## config.mk

```make
export PLATFORM = sky130hd
export DESIGN_NAME = accumulator_alu_flat
export DESIGN_NICKNAME = d
export VERILOG_FILES = /design/src/rtl/accumulator_alu_if.sv /design/src/rtl/accumulator_alu.sv /design/src/flat_wrapper.sv
export SDC_FILE = /design/constraint.sdc
export NUM_CORES = 1
export LEC_CHECK = 0
export BUFFER_PORTS_ARGS = -buffer_cell sky130_fd_sc_hd__buf_2
export CORE_MARGIN = 3
export CORE_UTILIZATION = 46
export CTS_CLUSTER_SIZE = 8
export DETAILED_ROUTE_END_ITERATION = 10
export GPL_ROUTABILITY_DRIVEN = 0
export GPL_TIMING_DRIVEN = 0
export PLACE_DENSITY = 0.84
export SETUP_SLACK_MARGIN = 0.15
export SYNTH_ARGS = -nofsm -noshare
export SYNTH_HDL_FRONTEND = slang
export SYNTH_SLANG_ARGS = --single-unit
export TNS_END_PERCENT = 50
```

## constraint.sdc

```tcl
create_clock -name clk -period 3.05 [get_ports clk]
set_clock_uncertainty 0.2 [all_clocks]
set_input_delay 0.61 -clock clk [delete_from_list [all_inputs] [get_ports clk]]
set_output_delay 0.61 -clock clk [all_outputs]
set_load 0.005 [all_outputs]
```

## src/rtl/accumulator_alu_if.sv

```systemverilog
// Bus/control bundle between the SAP-1 controller/datapath and the accumulator+ALU block.
// The slave modport is the accumulator side; master is the driving side (controller or bench).
interface accumulator_alu_if #(
    parameter int WIDTH = 8
);
    logic             loada;
    logic             enable;
    logic             su;
    logic             eu;
    logic [WIDTH-1:0] data_in_bus;
    logic [WIDTH-1:0] b_in;
    logic [WIDTH-1:0] data_out_bus;
    logic             bus_drive;
    logic [WIDTH-1:0] acc_out;
    logic             carry_flag;
    logic             zero_flag;
    logic             bus_conflict;

    modport master (
        output loada, enable, su, eu, data_in_bus, b_in,
        input  data_out_bus, bus_drive, acc_out, carry_flag, zero_flag, bus_conflict
    );

    modport slave (
        input  loada, enable, su, eu, data_in_bus, b_in,
        output data_out_bus, bus_drive, acc_out, carry_flag, zero_flag, bus_conflict
    );
endinterface

```

## src/rtl/accumulator_alu.sv

```systemverilog
// SAP-1 accumulator (register A) merged with the add/subtract stage, driving the shared bus.
// Holds registered carry/zero flags and a sticky bus-conflict error bit.
module accumulator_alu #(
    parameter int WIDTH = 8
) (
    input  logic               clk,
    input  logic               rst,
    accumulator_alu_if.slave   bus
);
    logic [WIDTH-1:0] acc_q, acc_d;
    logic             carry_q, carry_d;
    logic             zero_q, zero_d;
    logic             conflict_q, conflict_d;

    logic [WIDTH-1:0] b_op_s;
    logic [WIDTH:0]   sum_s;
    logic [WIDTH-1:0] alu_res_s;
    logic             alu_carry_s;
    logic [WIDTH-1:0] data_out_s;

    // ALU: subtraction is A + ~B + 1, so carry=1 means no borrow
    always_comb begin
        b_op_s      = bus.su ? ~bus.b_in : bus.b_in;
        sum_s       = {1'b0, acc_q} + {1'b0, b_op_s} + {{WIDTH{1'b0}}, bus.su};
        alu_res_s   = sum_s[WIDTH-1:0];
        alu_carry_s = sum_s[WIDTH];
    end

    // Bus output mux: ALU result has priority over the accumulator
    always_comb begin
        data_out_s = {WIDTH{1'b0}};
        if (bus.eu) begin
            data_out_s = alu_res_s;
        end else if (bus.enable) begin
            data_out_s = acc_q;
        end else begin
            data_out_s = {WIDTH{1'b0}};
        end
    end

    // Next-state logic for accumulator, flags and sticky conflict bit
    always_comb begin
        acc_d      = acc_q;
        carry_d    = carry_q;
        zero_d     = zero_q;
        conflict_d = conflict_q;
        if (bus.loada) begin
            acc_d = bus.data_in_bus;
        end else begin
            acc_d = acc_q;
        end
        if (bus.eu) begin
            carry_d = alu_carry_s;
            zero_d  = (alu_res_s == {WIDTH{1'b0}});
        end else begin
            carry_d = carry_q;
            zero_d  = zero_q;
        end
        if (bus.enable && bus.eu) begin
            conflict_d = 1'b1;
        end else begin
            conflict_d = conflict_q;
        end
    end

    // State registers with asynchronous active-low reset
    always_ff @(posedge clk or negedge rst) begin
        if (!rst) begin
            acc_q      <= {WIDTH{1'b0}};
            carry_q    <= 1'b0;
            zero_q     <= 1'b0;
            conflict_q <= 1'b0;
        end else begin
            acc_q      <= acc_d;
            carry_q    <= carry_d;
            zero_q     <= zero_d;
            conflict_q <= conflict_d;
        end
    end

    assign bus.data_out_bus = data_out_s;
    assign bus.bus_drive    = bus.enable | bus.eu;
    assign bus.acc_out      = acc_q;
    assign bus.carry_flag   = carry_q;
    assign bus.zero_flag    = zero_q;
    assign bus.bus_conflict = conflict_q;
endmodule

```

## src/flat_wrapper.sv

```systemverilog
// flat-port wrapper written by rule: the top's interface ports become plain ports
module accumulator_alu_flat 
#(
    parameter int WIDTH = 8
)
  (clk, rst, bus_loada, bus_enable, bus_su, bus_eu, bus_data_in_bus, bus_b_in, bus_data_out_bus, bus_bus_drive, bus_acc_out, bus_carry_flag, bus_zero_flag, bus_bus_conflict);
  accumulator_alu_if #(.WIDTH(WIDTH)) bus_i ();
  input  logic clk;
  input  logic rst;
  input wire logic [$bits(bus_i.loada)-1:0] bus_loada;
  input wire logic [$bits(bus_i.enable)-1:0] bus_enable;
  input wire logic [$bits(bus_i.su)-1:0] bus_su;
  input wire logic [$bits(bus_i.eu)-1:0] bus_eu;
  input wire logic [$bits(bus_i.data_in_bus)-1:0] bus_data_in_bus;
  input wire logic [$bits(bus_i.b_in)-1:0] bus_b_in;
  output wire logic [$bits(bus_i.data_out_bus)-1:0] bus_data_out_bus;
  output wire logic [$bits(bus_i.bus_drive)-1:0] bus_bus_drive;
  output wire logic [$bits(bus_i.acc_out)-1:0] bus_acc_out;
  output wire logic [$bits(bus_i.carry_flag)-1:0] bus_carry_flag;
  output wire logic [$bits(bus_i.zero_flag)-1:0] bus_zero_flag;
  output wire logic [$bits(bus_i.bus_conflict)-1:0] bus_bus_conflict;
  assign bus_i.loada = bus_loada;
  assign bus_i.enable = bus_enable;
  assign bus_i.su = bus_su;
  assign bus_i.eu = bus_eu;
  assign bus_i.data_in_bus = bus_data_in_bus;
  assign bus_i.b_in = bus_b_in;
  assign bus_data_out_bus = bus_i.data_out_bus;
  assign bus_bus_drive = bus_i.bus_drive;
  assign bus_acc_out = bus_i.acc_out;
  assign bus_carry_flag = bus_i.carry_flag;
  assign bus_zero_flag = bus_i.zero_flag;
  assign bus_bus_conflict = bus_i.bus_conflict;
  accumulator_alu #(.WIDTH(WIDTH)) u_core (.clk(clk), .rst(rst), .bus(bus_i));
endmodule
```

# After elaboration in Yosys (flattened, before gate mapping)
# Index checks and enable logic that the tools add are counted.
[totals] reg_bits=11 input_bits=22 out_inout_bits=20 word_cells=13
[classes] add_sub_neg=2 mux=3 n_bitwise=2 n_reduce_logical=2
[op_table] cell="$mux W8" n=3
[op_table] cell="$add A8 B8 Y9" n=1
[op_table] cell="$add A9 B1 Y9" n=1
[op_table] cell="$logic_not A8 Y1" n=1
[op_table] cell="$not A8 Y8" n=1
[op_table] cell="$logic_and A1 B1 Y1" n=1
[op_table] cell="$or A1 B1 Y1" n=1

# Longest topological paths before layout
# Gate-level depths: netlist of run 1.
[logic_depth] ltp_word=5 mapped_depth=9 depth_no_buf=8

# Worst setup path after synthesis of run 1
# No wires, ideal clock.
[synth_timing] kind="in2out" startpoint="in bus_su" endpoint="out bus_data_out_bus[6]" arrival_ns=2.247 setup_slack_ns=-0.007 path_stages=9 path_buffers=1 path_cell_list="buf_6 > xor2_1 > inv_1 > fa_1 > and3b_1 > o21a_1 > nor4_1 > a311oi_1 > o21ai_0"
[synth_between] elab_chain_len=4
[synth_lines] element="start: declaration" line="flat_wrapper.sv:12" rtl="input wire logic [$bits(bus_i.su)-1:0] bus_su;"
[synth_lines] element="$mux W8" line="accumulator_alu.sv:23" rtl="b_op_s = bus.su ? ~bus.b_in : bus.b_in;"
[synth_lines] element="$add A8 B8 Y9" line="accumulator_alu.sv:24" rtl="sum_s = {1'b0, acc_q} + {1'b0, b_op_s} + {{WIDTH{1'b0}}, bus.su};"
[synth_lines] element="$add A9 B1 Y9 *" line="accumulator_alu.sv:24"
[synth_lines] element="$mux W8 *" line="accumulator_alu.sv:32" rtl="if (bus.eu) begin"
[synth_lines] element="end: declaration" line="flat_wrapper.sv:16" rtl="output wire logic [$bits(bus_i.data_out_bus)-1:0] bus_data_out_bus;"
# Mark *: on every way between the ends. The rest lies on a longest branch, timed or not.

# Worst setup path in the final report of run 1
# Same ends and word-level chain as after synthesis.

==> results of run 1 <==
per-layer routing:
layer	vias to the layer above	part of all wire	GRT usage
li1	466	-	-
met1	469	0.42	0.286
met2	34	0.51	0.348
met3	3	0.051	0.0233
met4	0	0.013	0.112
met5	-	0	0
worst paths after layout:
kind	from	end	slack, ns
worst max-delay path	bus_su	bus_data_out_bus[6]	-0.14
worst min-delay path	u_core.bus.bus_conflict$_DFFE_PN0P_	u_core.bus.bus_conflict$_DFFE_PN0P_	0.26
worst max register to register	u_core.bus.acc_out[0]$_DFFE_PN0P_	u_core.bus.zero_flag$_DFFE_PN0P_	0.21
worst min register to register	u_core.bus.bus_conflict$_DFFE_PN0P_	u_core.bus.bus_conflict$_DFFE_PN0P_	0.26
max in group asynchronous	rst	u_core.bus.acc_out[3]$_DFFE_PN0P_	1.92
min in group asynchronous	rst	u_core.bus.acc_out[7]$_DFFE_PN0P_	0.53
synthesized netlist by cell type, drive strengths merged:
cell / count / area, um2
mux2i: 1 / 13.8
nand4: 1 / 6.26
a311oi: 1 / 8.76
nor2: 4 / 15.0
nand2: 5 / 18.8
nor3b: 1 / 7.51
nor2b: 1 / 6.26
a32o: 1 / 11.3
a21oi: 2 / 10.0
fa: 1 / 20.0
a31oi: 3 / 18.8
buf: 1 / 11.3
and3b: 1 / 8.76
clkbuf: 2 / 7.51
a22o: 4 / 36.3
o21a: 2 / 15.0
dfrtp: 11 / 275
nor4: 2 / 12.5
mux2: 7 / 78.8
nand3: 3 / 15.0
or2: 1 / 6.26
a21o: 3 / 22.5
inv: 5 / 18.8
xnor2: 1 / 8.76
nor3: 1 / 5.00
or3: 1 / 6.26
o21ai: 10 / 50.1
o221ai: 1 / 15.0
ha: 9 / 113
xor2: 11 / 96.3
power breakdown:
| group | switching (mW) | total, mW | internal, mW |
|---|---|---|---|
| sequential | 0.0187 | 0.178 | 0.160 |
| clock | 0.0458 | 0.0965 | 0.0506 |
| combinational | 0.163 | 0.344 | 0.182 |
sequential cells by signal, indices dropped and copies added, names as in the netlist:
| name | count |
|---|---|
| u_core.bus.acc_out | 8 |
| u_core.bus.carry_flag | 1 |
| u_core.bus.zero_flag | 1 |
| u_core.bus.bus_conflict | 1 |
through the flow:
| step | utilization | power, mW | setup slack (ns) |
|---|---|---|---|
| after CTS | 0.700 | 0.569 | -0.166 |
| final | 0.757 | 0.619 | -0.139 |
| after floorplan | - | 0.343 | 0.126 |
| after detailed placement | 0.650 | 0.430 | -0.210 |
| after global placement | 0.650 | 0.421 | -0.198 |
| after global routing | 0.757 | 0.667 | -0.234 |
layout make-up:
class,instances,share of cell area
flip-flops and latches,11,0.200
inverters,5,0.0136
well taps,25,0.0227
clock buffers,4,0.0191
repair buffers,51,0.213
plain buffers,3,0.0200
multi-input cells,78,0.512
logic make-up after synthesis:
family          count (synthesis)  synth area share
xor+xnor                       12             0.112
fa+ha+maj                      10             0.141
simple gates                   21             0.115
mux                             8            0.0987
compound gates                 27             0.200
buf+inv                         8            0.0400
flops                          11             0.293
worst reg2reg max path, delay by kind of cell (launching register included):
kind            cells  cell delay [ns]
mux                 1             0.22
compound gates      3             0.54
flops               1             0.47
simple gates        2             0.42
buf+inv             5             0.66
fa+ha+maj           1             0.25
repair_timing:
item,4_1_cts,5_1_grt
endpoints found under the hold margin,11,0
resized for setup,2,12
endpoints found under the setup margin,4,6
hold buffers,1,0
pin swaps,6,9
buffers inserted,6,5
==> impl_summary.txt, run 1 <==
----------------------------------------------------
[Floorplan]
  Die area ... 2620 um2
  Placeable Area ... 1820 um2
  Number of rows in the core area ... 15
  Vertical die dimension ... 51.2 um
  Die boundary width ... 51.2 um
  Top-Level Pins ... 42
  Effective utilization at floorplan ... 0.515

[Route]
  Routed length per instance ... 15.1 um
  Via density ... 5.49
  Number of violations reported at the end of detailed-routing iteration 0 ... 12
  First-pass DRT Iterations ... 4
  Number of vias after detailed routing ... 972
  Post-route DRC ... 0
  Count of antenna-violating nets left after detailed routing ... 0
  Detailed-route wire length ... 2670 um

[Pwr]
  IR Drop Worst-Case VDD ... 0.283 mV
  Leakage power total ... 0.671 nW
  Power density relative to cell area ... 449 nW/um2

[STA]
  Final period util ... 1.05
  Final count of negative-setup-slack endpoints ... 2
  Setup repair after global routing missed its margin ... yes
  Post-layout worst setup margin ... -0.139 ns
  Final hold violations ... 0
  Max Clk Rate ... 314 MHz
  Slew at the pin closest to its max-slew limit ... 0.422 ns
  Crit path time final ... 3.19 ns
  Post-route worst hold slack ... 0.260 ns
  Setup TNS ... -0.173 ns
  Slew HR ... 0.719
  Count of final max-slew check failures ... 0

[Final layout]
  Non-Filler Cell Area, Final ... 1380 um2
  Number of nets in the layout ... 185
  Total area of sequential cells ... 275 um2
  Synth-to-Final Area Change ... 46.9%
  Most common cell after layout, fill and taps aside ... sky130_fd_sc_hd__buf_2
  Non-Filler Instances ... 177
  Top library cells by usage in the layout, fill and taps aside ... sky130_fd_sc_hd__buf_2, sky130_fd_sc_hd__buf_4, sky130_fd_sc_hd__dfrtp_1
  Area used by multi-input combinational logic ... 706 um2
  Diode insertion count for antenna repair ... 0
  Layout filler cell count ... 143
  Fraction of final layout cells with drive strength greater than 1 ... 0.513

[Logic synthesis]
  Average cell area after synthesis ... 9.67 um2
  Seq/Total Area, Yosys ... 0.293
  Post-synthesis sequential element count ... 11
  Synthesized Nets ... 129
  Synthesized cell area ... 938 um2
  Synthesized instance count ... 97
  Synth warn ... 0
  Number of different library cells in the post-synthesis netlist ... 31

[CTS]
  Clock insertion delay at the later pin of the skew report ... 0.27 ns
  Root Buffer Master ... sky130_fd_sc_hd__clkbuf_4
  Total clock buffers created by CTS ... 3
  Number of buffers between clock root and the deepest sink ... 2
  Worst-path clk slew ... 0.06 ns
  Depth of the CTS H-tree ... 1
  Sink Count ... 11
  Clock tree from TritonCTS ... yes

[Worst setup path]
  Crit path max-delay cell type ... sky130_fd_sc_hd__fa_2
  Start-to-end type of the worst setup path ... input port to output pin
  Sequence of cells on the critical path ... buf_12, xor2_4, inv_2, fa_2, and3b_2, o21a_4, nor4_2, a311oi_2, o21ai_1, buf_2
  Data arrival time of the worst path ... 2.38 ns
  Depth of the critical timing path with buffers and inverters included ... 10
  CP startpoint kind ... input port
  Crit path buffers/inverters ... 3
  Crit path capture type ... output pin
  Worst stage delay on the critical path ... 0.39 ns
  Required arrival time at the worst endpoint ... 2.24 ns
  Crit path max fanout ... 8
  Crit path max-delay family ... compound AO/OA/AOI/OAI gates
  FF-to-FF path depth ... 12

[Global route]
  Via count of the first global-routing pass ... 938
  Aggregate global-route resource usage ... 0.217
  Largest net degree at the start of global routing ... 12
  Wire length of the first global-routing pass ... 4240 um
  Initial antenna violation count ... 0
  GRT overflow ... 0

[Run]
  Max_cap viols ... 0

[Status]
  Failing checks ... negative setup slack
  Outcome ... finished with violations

[Placement]
  HPWL Detailed ... 1890 um
  Instance area after placement ... 1180 um2
  Number of placed cells counting well taps ... 161
  Buffers added on ports ... 39

[Min path]
  Worst hold path class ... flop to flop
  Cells on Worst Hold Path ... 1

----------------------------------------------------
Note: power is estimated with default switching activity, not from simulation.
==> run 2: changes to the inputs <==
--- a/config.mk
+++ b/config.mk
@@ -6,13 +6,13 @@
 export NUM_CORES = 1
 export LEC_CHECK = 0
 export BUFFER_PORTS_ARGS = -buffer_cell sky130_fd_sc_hd__buf_2
-export CORE_MARGIN = 3
-export CORE_UTILIZATION = 46
+export CORE_ASPECT_RATIO = 1.1
+export CORE_UTILIZATION = 45
 export CTS_CLUSTER_SIZE = 8
 export DETAILED_ROUTE_END_ITERATION = 10
 export GPL_ROUTABILITY_DRIVEN = 0
 export GPL_TIMING_DRIVEN = 0
-export PLACE_DENSITY = 0.84
+export PLACE_DENSITY = 0.83
 export SETUP_SLACK_MARGIN = 0.15
 export SYNTH_ARGS = -nofsm -noshare
 export SYNTH_HDL_FRONTEND = slang
==> run 2 against run 1 <==
Effect of this change:
- the run still ends with negative setup slack left
- register-to-register slack improved by 0.47 ns
- setup slack improved by 0.066 ns
- non-clock buffer count rose by 1
- clock power rose by 8%
- final area rose by 5.5%
- die area fell by 13%
- power rose by 2.8%
- routed wire length rose by 16%
- hold slack improved by 0.041 ns
- sequential share of layout area fell by 0.96 points
==> impl_summary.txt, run 2 (synthesis gave the netlist of run 1 again) <==
----------------------------------------------------
[CTS]
  Clock insertion delay at the later pin of the skew report ... 0.28 ns (about the same)
  Depth of the CTS H-tree ... 1 (unchanged)
  Clock tree from TritonCTS ... yes
  Worst-path clk slew ... 0.07 ns (about the same)
  Root Buffer Master ... sky130_fd_sc_hd__clkbuf_4
  Total clock buffers created by CTS ... 3 (unchanged)
  Sink Count ... 11 (unchanged)
  Number of buffers between clock root and the deepest sink ... 2 (unchanged)

[STA]
  Final hold violations ... 0 (unchanged)
  Max Clk Rate ... 320 MHz (+2.1%)
  Crit path time final ... 3.12 ns (-0.0657 ns)
  Post-layout worst setup margin ... -0.0737 ns (+0.0657 ns)
  Count of final max-slew check failures ... 0 (unchanged)
  Final period util ... 1.02 (-0.0215)
  Post-route worst hold slack ... 0.302 ns (+0.0415 ns)
  Setup repair after global routing missed its margin ... yes
  Final count of negative-setup-slack endpoints ... 2 (unchanged)
  Slew at the pin closest to its max-slew limit ... 0.526 ns (+0.104 ns)
  Slew HR ... 0.649 (-0.0702)
  Setup TNS ... -0.125 ns (+0.0487 ns)

[Final layout]
  Layout filler cell count ... 111 (-22%)
  Non-Filler Instances ... 180 (+1.7%)
  Top library cells by usage in the layout, fill and taps aside ... sky130_fd_sc_hd__buf_2, sky130_fd_sc_hd__buf_4, sky130_fd_sc_hd__dfrtp_1
  Diode insertion count for antenna repair ... 0 (unchanged)
  Synth-to-Final Area Change ... 55.1%
  Number of flip-flops under the largest register name ... 8 (unchanged)
  Most common cell after layout, fill and taps aside ... sky130_fd_sc_hd__buf_2
  Fraction of final layout cells with drive strength greater than 1 ... 0.549 (+0.0359)
  Number of nets in the layout ... 186 (+0.54%)

[Worst setup path]
  Start-to-end type of the worst setup path ... input port to output pin
  Crit path capture type ... output pin
  Required arrival time at the worst endpoint ... 2.24 ns (about the same)
  Crit path max fanout ... 5 (-3)
  Crit path max-delay family ... compound AO/OA/AOI/OAI gates
  Sequence of cells on the critical path ... buf_12, buf_6, mux2i_4, fa_2, and3b_1, o21a_1, a311oi_2, o21ai_1, buf_2
  Worst stage delay on the critical path ... 0.35 ns (-0.04 ns)
  Crit path buffers/inverters ... 3 (unchanged)
  Data arrival time of the worst path ... 2.31 ns (-0.07 ns)
  CP startpoint kind ... input port
  Crit path max-delay cell type ... sky130_fd_sc_hd__a311oi_2

[Route]
  Routed length per instance ... 17.1 um (+14%)
  Count of antenna-violating nets left after detailed routing ... 0 (unchanged)
  Via density ... 5.64 (+2.7%)
  Wire length on met2 ... 1660 um (+22%)
  Post-route DRC ... 0 (unchanged)
  Post-Route M1 WL ... 1210 um (+6.8%)
  Detailed-route wire length ... 3090 um (+16%)
  First-pass DRT Iterations ... 4 (unchanged)
  Number of vias after detailed routing ... 1015 (+4.4%)
  Routed length on met3 ... 146 um (+7.4%)
  Number of violations reported at the end of detailed-routing iteration 0 ... 29 (+17)
  Highest metal layer used by the detailed router ... met4

[Floorplan]
  Vertical die dimension ... 49.9 um (-2.5%)
  Number of rows in the core area ... 16 (+1)
  Top-Level Pins ... 42 (unchanged)
  Effective utilization at floorplan ... 0.504 (-0.0114)
  Die boundary width ... 45.5 um (-11%)
  Placeable Area ... 1860 um2 (+2.3%)
  Die area ... 2270 um2 (-13%)

[Placement]
  Post-placement worst setup slack ... -0.182 ns (+0.0284 ns)
  Buffers added on ports ... 39 (unchanged)
  HPWL Detailed ... 1880 um (-0.61%)
  Number of placed cells counting well taps ... 163 (+1.2%)

[Global route]
  Wire length of the first global-routing pass ... 4190 um (-1.3%)
  Via count of the first global-routing pass ... 950 (+1.3%)
  Aggregate global-route resource usage ... 0.256 (+0.0394)
  GRT overflow ... 0 (unchanged)
  Largest net degree at the start of global routing ... 12 (unchanged)
  Initial antenna violation count ... 0 (unchanged)

[Pwr]
  Leakage power total ... 0.689 nW (+2.6%)
  IR Drop Worst-Case VDD ... 0.350 mV (+24%)
  Power density relative to cell area ... 437 nW/um2 (-2.6%)

[Run]
  Max_cap viols ... 0 (unchanged)

[Min path]
  Worst hold path class ... flop to flop

[Status]
  Outcome ... finished with violations
  Failing checks ... negative setup slack

----------------------------------------------------
[run 2: cell types whose count changed in the layout (fill, tap and decap cells not counted), sizes merged]
cell | before | now
buf | 51 | 52
[run 2: layout make-up]
cell class / count / area [um2] / area share
clock buffer: 4 / 26.3 / 0.0181
sequential: 11 / 277 / 0.190
timing repair buffer: 52 / 323 / 0.222
multi-input combinational: 78 / 749 / 0.515
inverter: 5 / 18.8 / 0.0129
buffer: 3 / 27.5 / 0.0189
tap: 27 / 33.8 / 0.0232
[run 2: repair_timing]
action,CTS,global route
setup endpoints to repair,5,5
gates resized for setup,4,23
setup buffers,5,7
pin swaps,7,19
gates cloned,0,0
hold buffers,1,0
hold endpoints to repair,11,0
[run 2: final timing paths]
kind / cells past startpoint / end / start / slack (ns)
worst min-delay path: 1 / u_core.bus.bus_conflict$_DFFE_PN0P_ / u_core.bus.bus_conflict$_DFFE_PN0P_ / 0.30
max in group asynchronous: 2 / u_core.bus.acc_out[0]$_DFFE_PN0P_ / rst / 1.93
worst max register to register: 9 / u_core.bus.carry_flag$_DFFE_PN0P_ / u_core.bus.acc_out[0]$_DFFE_PN0P_ / 0.68
worst min register to register: 1 / u_core.bus.bus_conflict$_DFFE_PN0P_ / u_core.bus.bus_conflict$_DFFE_PN0P_ / 0.30
min in group asynchronous: 2 / u_core.bus.zero_flag$_DFFE_PN0P_ / rst / 0.51
worst max-delay path: 9 / bus_data_out_bus[6] / bus_su / -0.07
[run 2: through the flow]
stage	power, mW	cell area [um2]	util
after global routing	0.666	1460	0.782
after global placement	0.419	1190	0.637
after floorplan	0.343	957	-
after CTS	0.546	1270	0.683
after detailed placement	0.430	1190	0.637
final	0.636	1460	0.782
[run 2: power by group]
part           switching (mW)  leakage [nW]  internal [mW]  total, mW
combinational           0.169         0.546          0.183      0.352
clock                  0.0530        0.0150         0.0509      0.104
sequential             0.0203         0.128          0.160      0.180
[run 2: layer usage]
layer / global-route usage / vias to the layer above
met4: 0.131 / 0
met3: 0.0293 / 9
met5: 0 / -
li1: - / 469
met1: 0.307 / 495
met2: 0.431 / 42
==> run 3: changes to the inputs <==
--- a/config.mk
+++ b/config.mk
@@ -5,9 +5,10 @@
 export SDC_FILE = /design/constraint.sdc
 export NUM_CORES = 1
 export LEC_CHECK = 0
-export BUFFER_PORTS_ARGS = -buffer_cell sky130_fd_sc_hd__buf_2
+export BUFFER_PORTS_ARGS = -buffer_cell sky130_fd_sc_hd__buf_4
 export CORE_ASPECT_RATIO = 1.1
 export CORE_UTILIZATION = 45
+export CTS_BUF_LIST = sky130_fd_sc_hd__clkbuf_4
 export CTS_CLUSTER_SIZE = 8
 export DETAILED_ROUTE_END_ITERATION = 10
 export GPL_ROUTABILITY_DRIVEN = 0
==> run 3 against run 2 <==
Effect of this change:
- the flow still finishes with violations (negative setup slack)
- largest cell class unchanged
- clock power barely moved
- critical endpoint unchanged
- global-route usage increased by 0.33 points
- register-to-register slack worse by 0.02 ns
- clock-buffer cell count unchanged
- sequential power hardly changed
==> impl_summary.txt, run 3 (synthesis gave the netlist of run 1 again) <==
----------------------------------------------------
[Route]
  Detailed-route wire length ... 2810 um (-9.0%)
  Via density ... 5.77 (+2.4%)
  Post-route DRC ... 0 (unchanged)
  First-pass DRT Iterations ... 4 (unchanged)
  Number of violations reported at the end of detailed-routing iteration 0 ... 21 (-28%)
  Count of antenna-violating nets left after detailed routing ... 0 (unchanged)
  Number of vias after detailed routing ... 999 (-1.6%)
  Routed length per instance ... 16.2 um (-5.3%)

[Final layout]
  Area used by multi-input combinational logic ... 707 um2 (-5.7%)
  Diode insertion count for antenna repair ... 0 (unchanged)
  Layout filler cell count ... 117 (+5.4%)
  Total area of sequential cells ... 275 um2 (-0.45%)
  Number of flip-flops under the largest register name ... 8 (unchanged)
  Synth-to-Final Area Change ... 53.1%
  Most common cell after layout, fill and taps aside ... sky130_fd_sc_hd__buf_4
  Fraction of final layout cells with drive strength greater than 1 ... 0.500 (-0.0490)
  Non-Filler Cell Area, Final ... 1440 um2 (-1.3%)
  Number of nets in the layout ... 179 (-3.8%)
  Top library cells by usage in the layout, fill and taps aside ... sky130_fd_sc_hd__buf_4, sky130_fd_sc_hd__dfrtp_1, sky130_fd_sc_hd__ha_1

[STA]
  Count of final max-slew check failures ... 0 (unchanged)
  Final period util ... 1.02 (-0.00343)
  Slew at the pin closest to its max-slew limit ... 0.489 ns (-0.0374 ns)
  Final hold violations ... 0 (unchanged)
  Final count of negative-setup-slack endpoints ... 2 (unchanged)
  Setup repair after global routing missed its margin ... yes
  Post-layout worst setup margin ... -0.0632 ns (+0.0105 ns)
  Slew HR ... 0.674 (+0.0250)
  Crit path time final ... 3.11 ns (-0.0105 ns)
  Setup TNS ... -0.122 ns (+0.00232 ns)
  Max Clk Rate ... 321 MHz (+0.34%)

[Worst setup path]
  Setup slack, reg-to-reg ... 0.66 ns (-0.02 ns)
  Crit path to ... bus_data_out_bus[6]
  Depth of the critical timing path with buffers and inverters included ... 9 (unchanged)
  CP startpoint kind ... input port
  FF-to-FF path depth ... 8 (-1)
  Critical R2R Capture ... u_core.bus.zero_flag$_DFFE_PN0P_
  Launching element of the worst setup path ... bus_su
  Source of the worst register-to-register timing path ... u_core.bus.acc_out[0]$_DFFE_PN0P_
  Crit path max fanout ... 8 (+3)
  Crit path buffers/inverters ... 2 (-1)
  Crit path max-delay cell type ... sky130_fd_sc_hd__ha_1
  Data arrival time of the worst path ... 2.30 ns (about the same)
  Start-to-end type of the worst setup path ... input port to output pin
  Sequence of cells on the critical path ... buf_12, xor2_1, ha_1, and3b_2, o21a_4, nor4_2, a311oi_2, o21ai_1, buf_4
  Crit path capture type ... output pin
  Required arrival time at the worst endpoint ... 2.24 ns (about the same)
  Worst stage delay on the critical path ... 0.35 ns (about the same)
  Crit path max-delay family ... compound AO/OA/AOI/OAI gates

[Pwr]
  Part of the power in registers ... 0.284 (about the same)
  Internal power ... 0.402 mW (+2.0%)
  Total power of the final layout ... 0.629 mW (-1.1%)
  Power density relative to cell area ... 438 nW/um2 (+0.17%)
  Fraction of power consumed by combinational cells ... 0.551 (-0.002)
  Clock network power share ... 0.165 (+0.002)
  NetSw ... 0.227 mW (-6.2%)
  Leakage power total ... 0.682 nW (-1.0%)
  Switch share ... 0.361 (-0.0195)
  IR Drop Worst-Case VDD ... 0.388 mV (+11%)

[Floorplan]
  Top-Level Pins ... 42 (unchanged)
  Die area ... 2270 um2 (unchanged)
  Vertical die dimension ... 49.9 um (unchanged)
  Die boundary width ... 45.5 um (unchanged)
  Effective utilization at floorplan ... 0.504 (unchanged)
  Number of rows in the core area ... 16 (unchanged)
  Placeable Area ... 1860 um2 (unchanged)

[CTS]
  Depth of the CTS H-tree ... 1 (unchanged)
  Clock insertion delay at the later pin of the skew report ... 0.27 ns (about the same)
  Number of buffers between clock root and the deepest sink ... 2 (unchanged)
  Root Buffer Master ... sky130_fd_sc_hd__clkbuf_4
  Sink Count ... 11 (unchanged)
  Clock tree from TritonCTS ... yes
  Total clock buffers created by CTS ... 3 (unchanged)
  Worst-path clk slew ... 0.06 ns (about the same)

[Global route]
  GRT overflow ... 0 (unchanged)
  Largest net degree at the start of global routing ... 12 (unchanged)
  Via count of the first global-routing pass ... 965 (+1.6%)
  Initial antenna violation count ... 0 (unchanged)
  Aggregate global-route resource usage ... 0.259 (+0.00330)
  Wire length of the first global-routing pass ... 4240 um (+1.3%)

[Run]
  Max_cap viols ... 0 (unchanged)

[Status]
  Failing checks ... negative setup slack
  Outcome ... finished with violations

[Placement]
  Buffers added on ports ... 39 (unchanged)
  HPWL Detailed ... 1930 um (+2.6%)
  Instance area after placement ... 1280 um2 (+8.2%)

[Min path]
  Worst hold path class ... flop to flop

----------------------------------------------------
run 3: cell count changes in the layout (fill, tap and decap cells not counted), sizes merged:
cell  change
buf       -7
run 3: how the worst min path moves through the flow:
stage,startpoint,end,cells after the start
after global routing,u_core.bus.bus_conflict$_DFFE_PN0P_,u_core.bus.bus_conflict$_DFFE_PN0P_,1
final,u_core.bus.bus_conflict$_DFFE_PN0P_,u_core.bus.bus_conflict$_DFFE_PN0P_,1
after detailed placement,rst,u_core.bus.acc_out[6]$_DFFE_PN0P_,1
after floorplan,rst,u_core.bus.acc_out[0]$_DFFE_PN0P_,0
after global placement,rst,u_core.bus.acc_out[6]$_DFFE_PN0P_,1
after CTS,u_core.bus.bus_conflict$_DFFE_PN0P_,u_core.bus.bus_conflict$_DFFE_PN0P_,1
run 3: what timing repair did:
| item | 4_1_cts | 5_1_grt |
|---|---|---|
| pin swaps | 8 | 10 |
| buffers inserted | 4 | 1 |
| endpoints found under the setup margin | 5 | 5 |
| hold buffers | 1 | 0 |
| hold endpoints to repair | 11 | 0 |
| resized for setup | 2 | 14 |
run 3: area by class of cell:
| class | instances | share of cell area |
|---|---|---|
| sequential | 11 | 0.192 |
| buffer | 3 | 0.0192 |
| timing repair buffer | 45 | 0.240 |
| tap | 27 | 0.0235 |
| clock buffer | 4 | 0.0209 |
| multi-input combinational | 78 | 0.492 |
| inverter | 5 | 0.0131 |
run 3: power groups by stage:
stage	logic, mW	clock network, mW	registers, mW
floorplan	0.167	0	0.176
global placement	0.270	0	0.178
detailed placement	0.279	0	0.179
CTS	0.301	0.108	0.177
global route	0.374	0.116	0.180
finish	0.346	0.104	0.179
run 3: routing by layer:
metal,vias to the layer above,wire length [um],global-route usage
met5,-,0,0
met4,0,71,0.157
li1,452,-,-
met2,59,1470,0.421
met3,9,195,0.0513
met1,479,1080,0.301
run 3: worst reg2reg max path: cells and delay by family, from the launching register on:
kind            cells  cell delay (ns)
buf+inv             1             0.12
simple gates        3             0.63
fa+ha+maj           1             0.36
flops               1             0.50
mux                 1             0.14
compound gates      2             0.38
run 3: per-stage QoR:
| stage | instances | setup slack (ns) | utilization | hold WS, ns |
|---|---|---|---|---|
| after floorplan | 97 | 0.126 | - | 0.114 |
| after global placement | 163 | -0.162 | 0.690 | 0.246 |
| after detailed placement | 163 | -0.172 | 0.690 | 0.247 |
| after CTS | 172 | -0.146 | 0.731 | 0.301 |
| after global routing | 173 | -0.126 | 0.772 | 0.319 |
| final | 173 | -0.0632 | 0.772 | 0.306 |
